<file path="src/rtl/stream_serializer_if.sv">
// stream_serializer_if: wide-word in, narrow-beat out valid/ready bundle.
// Ports: data_i/valid_i/ready_o (word side), data_o/valid_o/last_o/ready_i (beat side).
interface stream_serializer_if #(
    parameter int width_p = 8,
    parameter int ratio_p = 4
);
    logic [width_p*ratio_p-1:0] data_i;
    logic                       valid_i;
    logic                       ready_o;
    logic                       valid_o;
    logic [width_p-1:0]         data_o;
    logic                       last_o;
    logic                       ready_i;

    // master: the environment (word producer and beat consumer)
    modport master (
        output data_i,
        output valid_i,
        output ready_i,
        input  ready_o,
        input  valid_o,
        input  data_o,
        input  last_o
    );

    // slave: the serializer itself
    modport slave (
        input  data_i,
        input  valid_i,
        input  ready_i,
        output ready_o,
        output valid_o,
        output data_o,
        output last_o
    );
endinterface

</file>
<file path="src/rtl/stream_serializer.sv">
// stream_serializer: splits one width_p*ratio_p word into ratio_p beats.
// Ports: clk_i, reset_ni (async active-low), bus (stream_serializer_if.slave).
module stream_serializer #(
    parameter int width_p     = 8,
    parameter int ratio_p     = 4,
    parameter int lsb_first_p = 1
) (
    input  logic clk_i,
    input  logic reset_ni,
    stream_serializer_if.slave bus
);
    localparam int word_w  = width_p * ratio_p;
    localparam int count_w = (ratio_p > 1) ? $clog2(ratio_p) : 1;
    localparam logic [count_w-1:0] last_idx = count_w'(ratio_p - 1);

    typedef enum logic {
        empty_s,
        busy_s
    } state_t;

    state_t              state;
    state_t              state_n;
    logic [word_w-1:0]   data_r;
    logic [word_w-1:0]   data_n;
    logic [word_w-1:0]   shifted;
    logic [count_w-1:0]  count_r;
    logic [count_w-1:0]  count_n;
    logic [width_p-1:0]  beat;
    logic                valid;
    logic                last;
    logic                ready;
    logic                in_fire;
    logic                out_fire;

    // The emitting end is fixed by lsb_first_p; the shift always moves
    // the next beat toward that end and back-fills with zeros.
    always_comb begin
        if (lsb_first_p != 0) begin
            beat    = data_r[width_p-1:0];
            shifted = data_r >> width_p;
        end else begin
            beat    = data_r[word_w-1 -: width_p];
            shifted = data_r << width_p;
        end
    end

    always_comb begin
        valid    = (state == busy_s);
        last     = valid && (count_r == last_idx);
        // Refill only in the same cycle the final beat leaves, so a
        // continuous stream runs without a bubble between words.
        ready    = reset_ni && ((state == empty_s) || (last && bus.ready_i));
        in_fire  = bus.valid_i && ready;
        out_fire = valid && bus.ready_i;
    end

    always_comb begin
        state_n = state;
        data_n  = data_r;
        count_n = count_r;
        unique case (state)
            empty_s: begin
                if (in_fire) begin
                    data_n  = bus.data_i;
                    count_n = '0;
                    state_n = busy_s;
                end
            end
            busy_s: begin
                if (out_fire) begin
                    if (!last) begin
                        data_n  = shifted;
                        count_n = count_r + 1'b1;
                    end else if (in_fire) begin
                        data_n  = bus.data_i;
                        count_n = '0;
                    end else begin
                        // the final shift leaves data_r all zero
                        data_n  = shifted;
                        count_n = '0;
                        state_n = empty_s;
                    end
                end
            end
        endcase
    end

    always_ff @(posedge clk_i or negedge reset_ni) begin
        if (!reset_ni) begin
            state   <= empty_s;
            data_r  <= '0;
            count_r <= '0;
        end else begin
            state   <= state_n;
            data_r  <= data_n;
            count_r <= count_n;
        end
    end

    assign bus.valid_o = valid;
    assign bus.last_o  = last;
    assign bus.data_o  = beat;
    assign bus.ready_o = ready;

endmodule

</file>
<file path="src/flat_wrapper.sv">
// flat-port wrapper written by rule: the top's interface ports become plain ports
module stream_serializer_flat 
#(
    parameter int width_p     = 8,
    parameter int ratio_p     = 4,
    parameter int lsb_first_p = 1
)
  (clk_i, reset_ni, bus_data_i, bus_valid_i, bus_ready_i, bus_ready_o, bus_valid_o, bus_data_o, bus_last_o);
  stream_serializer_if #(.width_p(width_p), .ratio_p(ratio_p)) bus_i ();
  input  logic clk_i;
  input  logic reset_ni;
  input wire logic [$bits(bus_i.data_i)-1:0] bus_data_i;
  input wire logic [$bits(bus_i.valid_i)-1:0] bus_valid_i;
  input wire logic [$bits(bus_i.ready_i)-1:0] bus_ready_i;
  output wire logic [$bits(bus_i.ready_o)-1:0] bus_ready_o;
  output wire logic [$bits(bus_i.valid_o)-1:0] bus_valid_o;
  output wire logic [$bits(bus_i.data_o)-1:0] bus_data_o;
  output wire logic [$bits(bus_i.last_o)-1:0] bus_last_o;
  assign bus_i.data_i = bus_data_i;
  assign bus_i.valid_i = bus_valid_i;
  assign bus_i.ready_i = bus_ready_i;
  assign bus_ready_o = bus_i.ready_o;
  assign bus_valid_o = bus_i.valid_o;
  assign bus_data_o = bus_i.data_o;
  assign bus_last_o = bus_i.last_o;
  stream_serializer #(.width_p(width_p), .ratio_p(ratio_p), .lsb_first_p(lsb_first_p)) u_core (.clk_i(clk_i), .reset_ni(reset_ni), .bus(bus_i));
endmodule
</file>
<file path="config.mk">
export PLATFORM = sky130hd
export DESIGN_NAME = stream_serializer_flat
export DESIGN_NICKNAME = d
export VERILOG_FILES = /design/src/rtl/stream_serializer_if.sv /design/src/rtl/stream_serializer.sv /design/src/flat_wrapper.sv
export SDC_FILE = /design/constraint.sdc
export NUM_CORES = 1
export LEC_CHECK = 0
export BUFFER_PORTS_ARGS = -buffer_cell sky130_fd_sc_hd__buf_2
export CAP_MARGIN = 10
export CORE_ASPECT_RATIO = 0.9
export CORE_UTILIZATION = 52
export DETAILED_ROUTE_END_ITERATION = 10
export PLACE_DENSITY = 0.87
export SKIP_LAST_GASP = 1
export SLEW_MARGIN = 20
export SYNTH_ARGS = -nofsm -noshare
export SYNTH_HDL_FRONTEND = slang
export SYNTH_SLANG_ARGS = --single-unit
</file>
<file path="constraint.sdc">
create_clock -name clk_i -period 1.7 [get_ports clk_i]
set_input_delay 0.17 -clock clk_i [delete_from_list [all_inputs] [get_ports clk_i]]
set_output_delay 0.17 -clock clk_i [all_outputs]
set_load 0.01 [all_outputs]
</file>
# Word-level counts from Yosys, hierarchy flattened
# Index checks and enable logic that the tools add are counted.
# op_classes
reduce_logical	7
bitwise	1
add_sub_neg	1
mux	13
eq_ne	3
# op_table
operator	n
$mux 32	4
$pmux 32 s2	1
$mux 2	3
$logic_and 1x1->1	5
$pmux 2 s2	1
$mux 1	3
$add 2x1->2 const B	1
$eq 2x2->1 const B	1
$ne 2x1->1 const B	1
$ne 2x2->1 const B	1
$pmux 1 s2	1
$reduce_and 2->1	1
$logic_or 1x1->1	1
$not 1->1	1
# word_totals
input_bits	36
register_bits	35

# Logic depth before layout (Yosys ltp)
# Gate-level depths: netlist (run 1).
# logic_depth
depth_word	10
depth_mapped	6
depth_no_buf	4

# Least setup slack after synthesis (run 1)
# Ideal clock, no wire load.
# synth_path
path_kind	register to register
from	reg u_core.count_r[0]
to	reg u_core.data_r[7]
slack_ns	0.175
arrival_ns	1.404
n_path_buf	1
setup_time_ns	0.121
period_less_slack_ns	1.525
path_stages_with_launch	6
cell_sequence	dfrtp_1 -> ha_1 -> nand4_1 -> clkbuf_1 -> a21boi_0 -> o22a_1
# synth_via
elab_chain_cells	10
elab_cells_between_ends	12
cone_classes	eq/ne (2); mux (4); reduce/logical (6)
# synth_rtl
element	line	text
start: declaration	stream_serializer.sv:26	logic [count_w-1:0] count_r;
start signal: assignment	stream_serializer.sv:96	count_r <= count_n;
$eq 2x2->1 *	stream_serializer.sv:49	last = valid && (count_r == last_idx);
$logic_and 1x1->1 *	stream_serializer.sv:49	
$logic_and 1x1->1	stream_serializer.sv:52	ready = reset_ni && ((state == empty_s) || (last && bus.ready_i));
$logic_or 1x1->1	stream_serializer.sv:52	
$logic_and 1x1->1	stream_serializer.sv:52	
$logic_and 1x1->1	stream_serializer.sv:53	in_fire = bus.valid_i && ready;
$mux 32	stream_serializer.sv:74	end else if (in_fire) begin
$mux 32	stream_serializer.sv:71	if (!last) begin
$mux 32	stream_serializer.sv:70	if (out_fire) begin
$pmux 32 s2	stream_serializer.sv:61	unique case (state)
end signal: assignment	stream_serializer.sv:95	data_r <= data_n;
end: declaration	stream_serializer.sv:23	logic [word_w-1:0] data_r;
# Mark *: on every way between the ends. The rest lies on a longest branch, timed or not. The select of a mux whose other input is x is not followed.
# A chain may end at the register's enable or synchronous reset.

# Final worst setup path (run 1)
# layout_path
from	reg u_core.state, in the netlist u_core.bus.valid_o
to	out bus_last_o
# layout_via
elab_chain_cells	1
# layout_rtl
element	line	text
start: declaration	stream_serializer.sv:21	state_t state;
start signal: assignment	stream_serializer.sv:90	state <= empty_s;
start signal: assignment	stream_serializer.sv:94	state <= state_n;
$logic_and 1x1->1	stream_serializer.sv:49	
end: declaration	flat_wrapper.sv:18	output wire logic [$bits(bus_i.last_o)-1:0] bus_last_o;
# Every way passes these cells.

==> summary.md, run 1 <==
| Metric | Value |
|---|---|
| Outcome | `complete, no violations` |
| GRT Total Usage | `25.25%` |
| Worst R2R Start | `u_core.bus.valid_o$_DFF_PN0_` |
| DR pass1 iterations | `4` |
| Syn_nets | `220` |
| Initial DRC Count | `166` |
| Share of layout cells above drive strength 1 | `30.00%` |
| Max_slew headroom | `77.91%` |
| H-tree Lvls | `2` |
| CTS clock-pin slew for the worst setup and hold paths | `60 ps` |
| XOR/XNOR Fraction of Synth Area | `0%` |
| Rows | `19` |
| Worst EP required | `1530 ps` |
| Most common cell after layout, fill and taps aside | `buf_2` |
| FF+latch count, synth | `35` |
| Number of global-route vias before repair | `1511` |
| Fin crit share | `92.31%` |
| Reg2Reg Depth | `5` |
| Avg Vias per Cell | `5.847` |
| Initial Util | `56.75%` |
| Max Cap Viol | `0` |
| Final Setup Violations | `0` |
| Core area | `0.003162 mm^2` |
| DP Wirelength | `2.585 mm` |
| CP Launch Type | `flip-flop` |
| Clock sink count | `35` |
| Post-synthesis cell area | `0.001794 mm^2` |
| Final Critical Period | `1569 ps` |
| Multiplexer share of the synthesized area | `0%` |
| Post-Syn Area per Cell | `9.804 um^2` |
| Via count | `1532` |
| Post-synthesis sequential area ratio | `48.81%` |
| Hold Path Class | `primary input to flip-flop` |
| Synth Area in Compound Gates | `27.41%` |
| Global-route wire length before repair | `6.962 mm` |
| VDD IR-drop max | `0.9618 mV` |
| Yosys warnings | `0` |
| Gpl congestion | `0.8037` |
| Antenna cell count | `0` |
| Peak Freq | `637.3 MHz` |
| Power Dens Cells | `1667 mW/mm^2` |
| Worst Clk Skew | `4.082 ps` |
| Clk root buf | `clkbuf_8` |
| Worst hold path startpoint | `bus_data_i[25]` |
| Num CTS Buffers | `5` |
| Clock Tree Buf Depth | `2` |
| R2r setup slk | `230 ps` |
| Die X-Extent | `63.92 um` |
| Cells after synthesis | `183` |
| Yosys cell types | `27` |
| Die height | `57.73 um` |
| Final hold violation count | `0` |
| Max Slew Vio Count | `0` |
| # IOs | `47` |
| WS Path Type | `flip-flop to output port` |
| Drt drc | `0` |
| Layout area overhead | `17.92%` |
| Worst-path fanout max | `26` |
| Slew @ Worst Pin | `331.4 ps` |
| Buffers on Ports | `46` |
| Antenna viol nets, final | `0` |
| Setup TNS | `0 ps` |
| Wire length per cell | `15.14 um` |
| Routed WL | `3.967 mm` |
| Unrepaired setup endpoints after global routing | `false` |
| Grt ovf | `0` |
| CTS tree | `done` |
| Min Hold Slack | `96.63 ps` |
| Worst Path Arrival | `1400 ps` |
| Die area | `0.003689 mm^2` |
| Initial antenna violation count | `0` |
| Largest family of logic cells by synthesized area | `compound AO/OA/AOI/OAI gates` |
| Nets | `258` |
| Post-synthesis adder-cell area fraction | `0.6974%` |
| CP endpoint kind | `output port` |
| Largest net degree at the start of global routing | `36` |
| Worst Hold End | `u_core.data_r[25]$_DFFE_PN0P_` |
| Worst flop-to-flop path endpoint | `u_core.data_r[12]$_DFFE_PN0P_` |
| Most frequent cells in the layout | `buf_2 (46), dfrtp_1 (35), nand3_1 (16), nor3_1 (16), a31oi_1 (16)` |
| P_leak | `0.0009383 uW` |
| Hold depth | `2` |
| Clk_lat worst skew | `290 ps` |
| Synth Area in Simple Gates | `13.88%` |
==> report_power, final <==
part	internal, uW	switching, uW	total (uW)
Sequential	1230	222	1450
Combinational	722	806	1530
Clock	273	276	549
Total	2220	1300	3530
==> Yosys cell counts <==
| cell | count | share of area, % |
|---|---|---|
| dfrtp_1 | 35 | 49 |
| a31oi_1 | 16 | 5.6 |
| nand3_1 | 16 | 4.5 |
| nor3_1 | 16 | 4.5 |
| o21ai_0 | 13 | 3.6 |
| clkbuf_1 | 10 | 2.1 |
| a22o_1 | 9 | 4.4 |
| buf_4 | 9 | 3.8 |
| nand2_1 | 9 | 1.9 |
| o22a_1 | 9 | 4.4 |
| o22ai_1 | 8 | 2.8 |
| a21boi_0 | 7 | 2.9 |
| buf_2 | 6 | 1.7 |
| o21ai_1 | 3 | 0.84 |
| a21boi_1 | 2 | 0.84 |
| buf_6 | 2 | 1.3 |
| inv_1 | 2 | 0.42 |
| nor2_1 | 2 | 0.42 |
| a2bb2oi_4 | 1 | 1.5 |
| a32o_1 | 1 | 0.56 |
| and2_1 | 1 | 0.35 |
| and3b_1 | 1 | 0.49 |
| and4_1 | 1 | 0.49 |
| ha_1 | 1 | 0.70 |
| nand4_1 | 1 | 0.35 |
| nor2_4 | 1 | 0.63 |
| or2_1 | 1 | 0.35 |
==> metal layers <==
metal | wire length, um | track usage [%]
met1 | 1749 | 31.61
met2 | 1893 | 41.49
met3 | 268 | 8.071
met4 | 56 | 8.766
met5 | 0 | 0
==> how the worst max path moves through the flow <==
stage | startpoint | end | slack (ps) | cells past startpoint
after CTS | reset_ni | u_core.data_r[18]$_DFFE_PN0P_ | 40 | 6
after detailed placement | u_core.bus.valid_o$_DFF_PN0_ | u_core.data_r[17]$_DFFE_PN0P_ | 140 | 4
after global placement | u_core.bus.valid_o$_DFF_PN0_ | u_core.data_r[16]$_DFFE_PN0P_ | 190 | 4
after global routing | u_core.bus.valid_o$_DFF_PN0_ | bus_last_o | 40 | 4
final | u_core.bus.valid_o$_DFF_PN0_ | bus_last_o | 130 | 4
after floorplan | u_core.count_r[0]$_DFFE_PN0P_ | u_core.data_r[7]$_DFFE_PN0P_ | 170 | 5
==> state kept, by name, summed over array words and instances, names as in the netlist <==
signal and flops:
u_core.count_r 2, u_core.bus.valid_o 1, u_core.data_r 32
==> metrics by stage <==
stage | setup WS (ps) | util, % | power (uW) | instances | area [um^2]
6_report | 130.8 | 66.92 | 3527 | 262 | 2116
5_1_grt | 41.88 | 66.92 | 3835 | 262 | 2116
4_1_cts | 38.97 | 66.84 | 3522 | 262 | 2113
3_3_place_gp | 187.5 | 63.24 | 2867 | 253 | 1999
3_5_place_dp | 140.2 | 63.24 | 2941 | 253 | 1999
2_1_floorplan | 175.0 | - | 2672 | 183 | 1794
==> repair_timing <==
item | 4_1_cts | 5_1_grt
endpoints found under the hold margin | 35 | 0
resized for setup | 1 | 2
setup buffers | 1 | 0
setup endpoints to repair | 1 | 8
hold buffers | 2 | 0
==> worst max-delay path: stages, from the launching register on <==
cell and delay (ps):
dfrtp_1 370, buf_4 300, clkinvlp_4 180, nor2_1 120
buf_2 130
==> cells by family after synthesis <==
logic type / count (synthesis)
AND/OR/NAND/NOR: 49
AO/OA/AOI/OAI: 69
buffers and inverters: 29
adder cells (fa/ha/maj): 1
flip-flops: 35
==> final cells by class <==
class	instances	area [um^2]
fillers	272	1046
flip-flops and latches	35	875.8
multi-input cells	119	755.7
repair buffers	58	347.8
clock buffers	6	72.57
well taps	42	52.55
inverters	2	11.26
No activity file was read; power rests on OpenSTA's default activity.
==> run 2, diff against run 1 <==
--- a/config.mk
+++ b/config.mk
@@ -8,9 +8,9 @@
 export BUFFER_PORTS_ARGS = -buffer_cell sky130_fd_sc_hd__buf_2
 export CAP_MARGIN = 10
 export CORE_ASPECT_RATIO = 0.9
-export CORE_UTILIZATION = 52
+export CORE_UTILIZATION = 47
 export DETAILED_ROUTE_END_ITERATION = 10
-export PLACE_DENSITY = 0.87
+export PLACE_DENSITY = 0.83
 export SKIP_LAST_GASP = 1
 export SLEW_MARGIN = 20
 export SYNTH_ARGS = -nofsm -noshare
==> constraint.sdc (replaced) <==
create_clock -name clk_i -period 1.4 [get_ports clk_i]
set_input_delay 0.14 -clock clk_i [delete_from_list [all_inputs] [get_ports clk_i]]
set_output_delay 0.14 -clock clk_i [all_outputs]
set_load 0.01 [all_outputs]
==> summary.md, run 2 (synthesis gave the netlist of run 1 again) <==
| Metric | Value |
|---|---|
| Crit path largest cell delay | `400 ps (+30 ps)` |
| R2r setup slk | `-130 ps (-360 ps)` |
| Hold depth | `2 (unchanged)` |
| Max Cap Viol | `0 (unchanged)` |
| Hold Path Class | `primary input to flip-flop` |
| Gpl congestion | `0.7679 (-4.5%)` |
| Crit path buf inv count | `3 (unchanged)` |
| CTS tree | `done` |
| Outcome | `finished, violations left` |
| DR pass1 iterations | `4 (unchanged)` |
| Drt drc | `0 (unchanged)` |
| Final WS setup | `-125.6 ps (-256.4 ps)` |
| Largest net degree at the start of global routing | `26 (-28%)` |
| Share of layout cells above drive strength 1 | `39.41% (+9.4 points)` |
| Most frequent cells in the layout | `buf_2 (45), dfrtp_1 (35), nand3_1 (16)` |
| Cell mode on critical path | `buf_6` |
| Clock Tree Buf Depth | `2 (unchanged)` |
| Antenna cell count | `0 (unchanged)` |
| Worst path slowest cell | `dfrtp_1` |
| Global-route wire length before repair | `7.396 mm (+6.2%)` |
| Buffers on Ports | `46 (unchanged)` |
| Worst EP required | `1580 ps (+50 ps)` |
| GRT Total Usage | `25.69% (+0.44 points)` |
| Number of global-route vias before repair | `1610 (+6.6%)` |
| CP delay by family, top | `buffers and inverters` |
| DP Wirelength | `2.742 mm (+6.1%)` |
| Grt ovf | `0 (unchanged)` |
| Antenna viol nets, final | `0 (unchanged)` |
| Wire length per cell | `16.75 um (+11%)` |
| Min Hold Slack | `60.00 ps (-36.63 ps)` |
| Fin crit share | `109.0%` |
| Initial DRC Count | `120 (-28%)` |
| Crit path cell chain | `buf_6, and3b_2, buf_6, buf_4, o22ai_1, o22a_1` |
| H-tree Lvls | `2 (unchanged)` |
| Layout area overhead | `36.54%` |
| Critical path depth | `6 (+2)` |
| Pre-CTS WS | `-14.03 ps (-154.3 ps)` |
| Max reg flops | `32 (unchanged)` |
| Unrepaired setup endpoints after global routing | `true` |
| Die area | `0.004069 mm^2 (+10%)` |
| Slew @ Worst Pin | `559.7 ps (+228.3 ps)` |
| CP endpoint kind | `flip-flop` |
| Failing checks | `negative setup slack` |
| Peak Freq | `655.5 MHz` |
| Reg with most FFs | `u_core.data_r` |
| VDD IR-drop max | `1.133 mV (+18%)` |
| CP Launch Type | `flip-flop` |
| Reg2Reg Depth | `6 (+1)` |
| Max_slew headroom | `62.56% (-15 points)` |
| Final Critical Period | `1526 ps` |
| Die X-Extent | `67.13 um (+5.0%)` |
| Via count | `1681 (+9.7%)` |
| Routed WL | `4.690 mm (+18%)` |
| Core Util, Final | `69.93% (+3.0 points)` |
| Power Dens Cells | `2083 mW/mm^2 (+25%)` |
| Die height | `60.62 um (+5.0%)` |
| Initial Util | `51.21% (-5.5 points)` |
| Fillers | `279 (+2.6%)` |
| Most common cell after layout, fill and taps aside | `buf_2` |
| Core area | `0.003503 mm^2 (+11%)` |
| # IOs | `47 (unchanged)` |
| P_leak | `0.001093 uW (+16%)` |
| Rows | `20 (+1)` |
| Clock sink count | `35 (unchanged)` |
| CTS clock-pin slew for the worst setup and hold paths | `60 ps (about the same)` |
| Final hold violation count | `0 (unchanged)` |
| Num CTS Buffers | `5 (unchanged)` |
| Nets | `274 (+6.2%)` |
| Clk root buf | `clkbuf_8` |
| Avg Vias per Cell | `6.004 (+2.7%)` |
| Initial antenna violation count | `0 (unchanged)` |
| WS Path Type | `flip-flop to flip-flop` |
| Worst Path Arrival | `1700 ps (+300 ps)` |
| Worst Clk Skew | `3.616 ps (-0.4656 ps)` |
| Worst-path fanout max | `17 (-35%)` |
| Max Slew Vio Count | `0 (unchanged)` |
| Clk_lat worst skew | `290 ps (about the same)` |
| Final Setup Violations | `33 (+33)` |
## run 2: what timing repair did
| item | in CTS | in global routing |
|---|---|---|
| pin swaps | 9 | 8 |
| hold buffers | 2 | 0 |
| endpoints found under the setup margin | 10 | 37 |
| gates cloned | 2 | 0 |
| resized for setup | 16 | 21 |
| buffers inserted | 9 | 1 |
| hold endpoints to repair | 35 | 0 |
## run 2: final cells by class
cell class	instances	area, um^2	share of cell area [%]
timing repair buffer	74	585.6	23.90
tap	44	55.05	2.247
inverter	2	7.507	0.3064
multi-input combinational	119	853.3	34.83
sequential	35	875.8	35.75
clock buffer	6	72.57	2.962
## run 2: power breakdown
group          internal (uW)  leakage [uW]  switching (uW)  total [uW]
combinational           1420      0.000639            1210        2630
sequential              1490      0.000417             316        1810
clock                    331     0.0000371             331         662
total                   3240       0.00109            1860        5100
## run 2: worst register-to-register path: cells and delay by family (launching register included)
family,cells,cell delay [ps]
compound gates,2,290
buf+inv,3,460
flops,1,400
simple gates,1,260
## run 2: metrics by stage
step	cells	TNS (ps)	cell area, um^2	total power [uW]
after floorplan	183	-481.9	1814	3282
after global routing	280	-3942	2450	5465
final	280	-1972	2450	5104
after detailed placement	260	-40.23	2067	3689
after CTS	279	-524.2	2355	4819
after global placement	260	0	2067	3589
## run 2: worst paths after layout
check | from | to
worst max register to register | u_core.bus.valid_o$_DFF_PN0_ | u_core.data_r[1]$_DFFE_PN0P_
worst max-delay path | u_core.bus.valid_o$_DFF_PN0_ | u_core.data_r[1]$_DFFE_PN0P_
min in group asynchronous | reset_ni | u_core.data_r[3]$_DFFE_PN0P_
worst min-delay path | bus_data_i[26] | u_core.data_r[26]$_DFFE_PN0P_
worst min register to register | u_core.data_r[3]$_DFFE_PN0P_ | u_core.data_r[3]$_DFFE_PN0P_
max in group asynchronous | reset_ni | u_core.bus.valid_o$_DFF_PN0_
## run 2: routing by layer
metal | wire (um) | GRT usage [%]
met1 | 2015 | 30.93
met2 | 2264 | 41.71
met3 | 334 | 9.774
met4 | 76 | 10.33
met5 | 0 | 0
